`src/rtl/mul_div_seq.sv`:
```
// Sequential radix-2 multiply / restoring divide unit producing a HI/LO pair
// over WIDTH iterations, with ULA-compatible N/Z flags taken from LO.
module mul_div_seq #(
    parameter int WIDTH = 32
) (
    input  logic             clk,
    input  logic             rst_n,
    input  logic             start,
    input  logic             op,
    input  logic [WIDTH-1:0] a,
    input  logic [WIDTH-1:0] b,
    output logic             busy,
    output logic             done,
    output logic [WIDTH-1:0] hi,
    output logic [WIDTH-1:0] lo,
    output logic             div_zero,
    output logic             Nflag,
    output logic             Zflag
);

    localparam int CW = (WIDTH > 1) ? $clog2(WIDTH) : 1;

    typedef enum logic [1:0] {
        S_IDLE = 2'd0,
        S_MUL  = 2'd1,
        S_DIV  = 2'd2,
        S_DONE = 2'd3
    } state_t;

    state_t           state_r;
    state_t           state_nxt_s;
    logic             busy_r;
    logic             done_r;
    logic             busy_nxt_s;
    logic             done_nxt_s;
    logic [CW-1:0]    cnt_r;
    logic [WIDTH-1:0] a_r;
    logic [WIDTH-1:0] b_r;
    logic [WIDTH-1:0] work_hi_r;
    logic [WIDTH-1:0] work_lo_r;
    logic [WIDTH-1:0] hi_r;
    logic [WIDTH-1:0] lo_r;
    logic             div_zero_r;

    logic             accept_s;
    logic             last_s;
    logic [WIDTH:0]   mul_sum_s;
    logic [WIDTH-1:0] mul_hi_s;
    logic [WIDTH-1:0] mul_lo_s;
    logic [WIDTH:0]   rem_sh_s;
    logic [WIDTH-1:0] quo_sh_s;
    logic [WIDTH-1:0] div_rem_s;
    logic [WIDTH-1:0] div_quo_s;

    assign accept_s = start && ((state_r == S_IDLE) || (state_r == S_DONE));
    assign last_s   = (cnt_r == CW'(WIDTH - 1));

    // State register
    always_ff @(posedge clk or negedge rst_n) begin
        if (!rst_n) begin
            state_r <= S_IDLE;
        end else begin
            state_r <= state_nxt_s;
        end
    end

    // Next-state logic; a zero divisor skips iteration and lands directly in DONE
    always_comb begin
        state_nxt_s = state_r;
        case (state_r)
            S_IDLE, S_DONE: begin
                if (accept_s) begin
                    if (!op) begin
                        state_nxt_s = S_MUL;
                    end else if (b == {WIDTH{1'b0}}) begin
                        state_nxt_s = S_DONE;
                    end else begin
                        state_nxt_s = S_DIV;
                    end
                end else begin
                    state_nxt_s = S_IDLE;
                end
            end
            S_MUL, S_DIV: begin
                if (last_s) begin
                    state_nxt_s = S_DONE;
                end else begin
                    state_nxt_s = state_r;
                end
            end
            default: state_nxt_s = S_IDLE;
        endcase
    end

    // Output decode from the upcoming state so busy/done can be registered
    always_comb begin
        busy_nxt_s = 1'b0;
        done_nxt_s = 1'b0;
        case (state_nxt_s)
            S_MUL, S_DIV: busy_nxt_s = 1'b1;
            S_DONE:       done_nxt_s = 1'b1;
            default: begin
                busy_nxt_s = 1'b0;
                done_nxt_s = 1'b0;
            end
        endcase
    end

    // Registered status outputs
    always_ff @(posedge clk or negedge rst_n) begin
        if (!rst_n) begin
            busy_r <= 1'b0;
            done_r <= 1'b0;
        end else begin
            busy_r <= busy_nxt_s;
            done_r <= done_nxt_s;
        end
    end

    // One shift-add step; the carry out of the WIDTH+1-bit sum shifts into acc_hi
    always_comb begin
        if (work_lo_r[0]) begin
            mul_sum_s = {1'b0, work_hi_r} + {1'b0, a_r};
        end else begin
            mul_sum_s = {1'b0, work_hi_r};
        end
        mul_hi_s = mul_sum_s[WIDTH:1];
        mul_lo_s = {mul_sum_s[0], work_lo_r[WIDTH-1:1]};
    end

    // One restoring-division step; the remainder is widened by one bit for the compare
    always_comb begin
        rem_sh_s = {work_hi_r, work_lo_r[WIDTH-1]};
        quo_sh_s = {work_lo_r[WIDTH-2:0], 1'b0};
        if (rem_sh_s >= {1'b0, b_r}) begin
            div_rem_s = WIDTH'(rem_sh_s - {1'b0, b_r});
            div_quo_s = quo_sh_s | {{(WIDTH-1){1'b0}}, 1'b1};
        end else begin
            div_rem_s = rem_sh_s[WIDTH-1:0];
            div_quo_s = quo_sh_s;
        end
    end

    // Datapath: operand capture, iteration, and result load on the final step
    always_ff @(posedge clk or negedge rst_n) begin
        if (!rst_n) begin
            cnt_r      <= {CW{1'b0}};
            a_r        <= {WIDTH{1'b0}};
            b_r        <= {WIDTH{1'b0}};
            work_hi_r  <= {WIDTH{1'b0}};
            work_lo_r  <= {WIDTH{1'b0}};
            hi_r       <= {WIDTH{1'b0}};
            lo_r       <= {WIDTH{1'b0}};
            div_zero_r <= 1'b0;
        end else if (accept_s) begin
            a_r        <= a;
            b_r        <= b;
            cnt_r      <= {CW{1'b0}};
            div_zero_r <= 1'b0;
            work_hi_r  <= {WIDTH{1'b0}};
            if (!op) begin
                work_lo_r <= b;
            end else begin
                work_lo_r <= a;
                if (b == {WIDTH{1'b0}}) begin
                    hi_r       <= a;
                    lo_r       <= {WIDTH{1'b1}};
                    div_zero_r <= 1'b1;
                end
            end
        end else if (state_r == S_MUL) begin
            work_hi_r <= mul_hi_s;
            work_lo_r <= mul_lo_s;
            cnt_r     <= cnt_r + CW'(1);
            if (last_s) begin
                hi_r <= mul_hi_s;
                lo_r <= mul_lo_s;
            end
        end else if (state_r == S_DIV) begin
            work_hi_r <= div_rem_s;
            work_lo_r <= div_quo_s;
            cnt_r     <= cnt_r + CW'(1);
            if (last_s) begin
                hi_r <= div_rem_s;
                lo_r <= div_quo_s;
            end
        end
    end

    assign busy     = busy_r;
    assign done     = done_r;
    assign hi       = hi_r;
    assign lo       = lo_r;
    assign div_zero = div_zero_r;
    assign Nflag    = lo_r[WIDTH-1];
    assign Zflag    = (lo_r == {WIDTH{1'b0}});

endmodule

```
`config.mk`:
```
export PLATFORM = sky130hd
export DESIGN_NAME = mul_div_seq
export DESIGN_NICKNAME = d
export VERILOG_FILES = /design/src/rtl/mul_div_seq.sv
export SDC_FILE = /design/constraint.sdc
export NUM_CORES = 1
export LEC_CHECK = 0
export BUFFER_PORTS_ARGS = -buffer_cell sky130_fd_sc_hd__buf_4
export CORE_MARGIN = 8
export CORE_UTILIZATION = 61
export DETAILED_ROUTE_END_ITERATION = 8
export PLACE_DENSITY = 0.79
export REMOVE_ABC_BUFFERS = 1
export SKIP_LAST_GASP = 1
export SLEW_MARGIN = 15
export SYNTH_ARGS = -nofsm -noshare
export SYNTH_HDL_FRONTEND = slang
export SYNTH_SLANG_ARGS = --single-unit
```
`constraint.sdc`:
```
create_clock -name clk -period 3.7 [get_ports clk]
set_input_delay 0.37 -clock clk [delete_from_list [all_inputs] [get_ports clk]]
set_output_delay 0.37 -clock clk [all_outputs]
set_load 0.02 [all_outputs]
```
==> impl_metrics.ini <==
[finish]
fin_util = 0.721
drive_above_1_share = 0.141
fin_area_mm2 = 0.0158
antenna_cells = 0
final_cells = 1983
register_area_mm2 = 0.00505
multi_input_area_mm2 = 0.00802
num-fill-cells = 1744
syn_to_final_growth_pct = 15.7
fin_nets = 1826

[sta]
layout_min_cycle_time_ps = 3480
fin_worst_skew_ps = 14.7
max_freq_ghz = 0.287
setup_viol = 0
slew_headroom = 0.206
grt_setup_unrepaired = no
final_hold_viol_count = 0
worst_slack_ps = 221
worst_pin_slew_ps = 1190
finalCritPeriodShare = 0.940
report.final.slew_viol_count = 0

[synthesis]
synth_top_cell_area_share = 0.371
synthCells = 1595
synth_seq_cells = 202
yosysTopAreaCell = dfrtp_1
syn-cell-area_mm2 = 0.0136
syn_area_per_cell_um2 = 8.55
synth_most_common_cell = nand2_1
synthDistinctLibCells = 80
synthArstFlopShare = 1.00
synthFlopType = dfrtp_1
ys_seq_area_frac = 0.371
yosys_warnings = 0
synthTopCellsByArea = dfrtp_1 (37%), nand2_1 (6.8%), ha_1 (6.3%)
synthTopCellsByCount = nand2_1 (248), dfrtp_1 (202), nor2_1 (122)
synth_edf_count = 0

[run]
cap_violations = 0

[critical_path]
crit_type = flip-flop to flip-flop
crit_fanout = 17
critPathCaptureType = flip-flop
slowest_stage = o21ai_4
crit_chain = ha_1, and3_1, nand2_1, a32oi_1, a2111o_1, o211ai_2, o21ai_4, mux2i_1, nor3_1, o32a_1
arrival_ps = 3880
critPathLaunchType = flip-flop
cp_slowest_stage_delay_ps = 610
cp.required_ps = 4100

[routing]
num_vias = 13100
drt-wirelength-per-cell_um = 22.4
drc = 0
routed_wl_um = 44500
first_pass_iters = 8
first_iter_violations = 1193
vias_per_cell = 6.59
postRouteAntennaNets = 0

[pwr]
peakVddDrop_mv = 0.470
total_power_uw = 14400
leakage_uw = 0.00746
power_density_mw_per_mm2 = 910

[placed_design]
place_congestion = 0.943
numPortBuffers = 136
dpl_cell_area_mm2 = 0.0149
place_inst = 1941
pre_cts_slack_ps = 160
hpwl_um = 32100

[floorplan]
die_h_um = 165
io_pins = 137
die_w_um = 165
die-area_mm2 = 0.0274
initial_core_util = 0.623
num_rows = 54
core_area_mm2 = 0.0219

[worst_hold_path]
hold_path_class = input pin to flip-flop

[clocking]
cts_buffers = 23
cts_root_buffer = clkbuf_16
cts_tree = built
htree_levels = 1
cts_buffer_depth = 3
path_clk_slew_ps = 70
cts_sinks = 202
clkLatencyLatePin_ps = 520

[global_route]
antenna_found_initial = 0
grt_pass1_vias = 12500
grt_start_max_net_pins = 97
grt_pass1_wl_um = 70200
grt-ovfl-total = 0
grtUsageTotal = 0.325

[run_status]
status = finished clean
-- power breakdown --
part,total (uW),switching (uW),internal [uW]
clock,2550,996,1550
combinational,8310,5180,3130
sequential,3500,623,2870
-- area by class of cell --
| cell class | instances | share of cell area |
|---|---|---|
| tap | 280 | 0.0222 |
| multi-input combinational | 1239 | 0.508 |
| clock inverter | 14 | 0.0134 |
| sequential | 202 | 0.320 |
| timing repair buffer | 171 | 0.0843 |
| clock buffer | 27 | 0.0393 |
| inverter | 50 | 0.0119 |
-- metrics by stage --
step                      hold slack (ps)  TNS (ps)
final                                64.8         0
after global routing                 71.7         0
after CTS                            59.8         0
after detailed placement              471         0
after global placement                463         0
after floorplan                      74.4   -291180
-- critical path: cells and delay by family, from the launching register on --
family / cells / cell delay (ps)
compound gates: 5 / 1680
fa+ha+maj: 1 / 450
simple gates: 3 / 470
mux: 1 / 310
flops: 1 / 450
-- per-layer routing --
metal	track usage	vias to the layer above	part of all wire
met5	0	-	0
met2	0.504	657	0.45
met4	0.121	0	0.037
li1	-	5997	-
met1	0.446	6315	0.42
met3	0.0592	108	0.088
-- logic make-up (layout without fill, tap and decap cells) --
family	count (synthesis)	count (layout)	synth area share
multiplexers	86	86	0.0632
AO/OA/AOI/OAI	504	504	0.251
adder cells (fa/ha/maj)	71	71	0.0663
XOR/XNOR	54	54	0.0347
AND/OR/NAND/NOR	524	524	0.169
flip-flops	202	202	0.371
buffers and inverters	154	262	0.0451
-- state kept, by name, indices dropped and copies added, names as in the netlist --
signal     cells
work_lo_r     32
a_r           32
lo            32
hi            32
work_hi_r     32
done           1
state_r        2
busy           1
div_zero       1
b_r           32
cnt_r          5
-- final timing paths --
path | endpoint | slack [ps] | startpoint | cells after the start
setup / recovery | hi[21]$_DFFE_PN0P_ | 220 | work_hi_r[18]$_DFFE_PN0P_ | 10
hold / removal | b_r[10]$_DFFE_PN0P_ | 60 | b[10] | 3
setup reg to reg | hi[21]$_DFFE_PN0P_ | 220 | work_hi_r[18]$_DFFE_PN0P_ | 10
hold reg to reg | div_zero$_DFFE_PN0P_ | 480 | div_zero$_DFFE_PN0P_ | 1
max in group asynchronous | a_r[27]$_DFFE_PN0P_ | 2350 | rst_n | 3
min in group asynchronous | lo[10]$_DFFE_PN0P_ | 500 | rst_n | 2
-- what timing repair did --
action | CTS | global route
hold buffers | 1 | 0
resized for setup | 0 | 3
endpoints found under the hold margin | 94 | 0
endpoints found under the setup margin | 0 | 3
setup buffers | 0 | 0
-- layout by cell type, fill, tap and decap left out, types with 6 or more instances in the layout --
master | Yosys | final
nand2_1 | 248 | 247
dfrtp_1 | 202 | 202
buf_4 | 3 | 166
nor2_1 | 122 | 122
a21oi_1 | 118 | 118
mux2i_1 | 85 | 85
o21ai_0 | 84 | 84
ha_1 | 69 | 68
inv_1 | 50 | 50
a211oi_1 | 45 | 45
nor3_1 | 43 | 43
a21o_1 | 37 | 37
xnor2_1 | 36 | 36
o21a_1 | 33 | 33
a31oi_1 | 30 | 30
clkbuf_16 | 0 | 23
nor2b_1 | 22 | 22
nor4_1 | 21 | 20
xor2_1 | 18 | 18
nand4_1 | 16 | 16
o31ai_1 | 16 | 16
o21ai_1 | 16 | 15
o22a_1 | 14 | 14
nand3_1 | 12 | 12
and3_1 | 11 | 11
o211ai_1 | 11 | 11
and2_1 | 10 | 8
a211oi_2 | 8 | 8
a211o_1 | 7 | 7
o21bai_1 | 7 | 7
o221ai_1 | 6 | 6
Power figures use the tool's default switching activity.
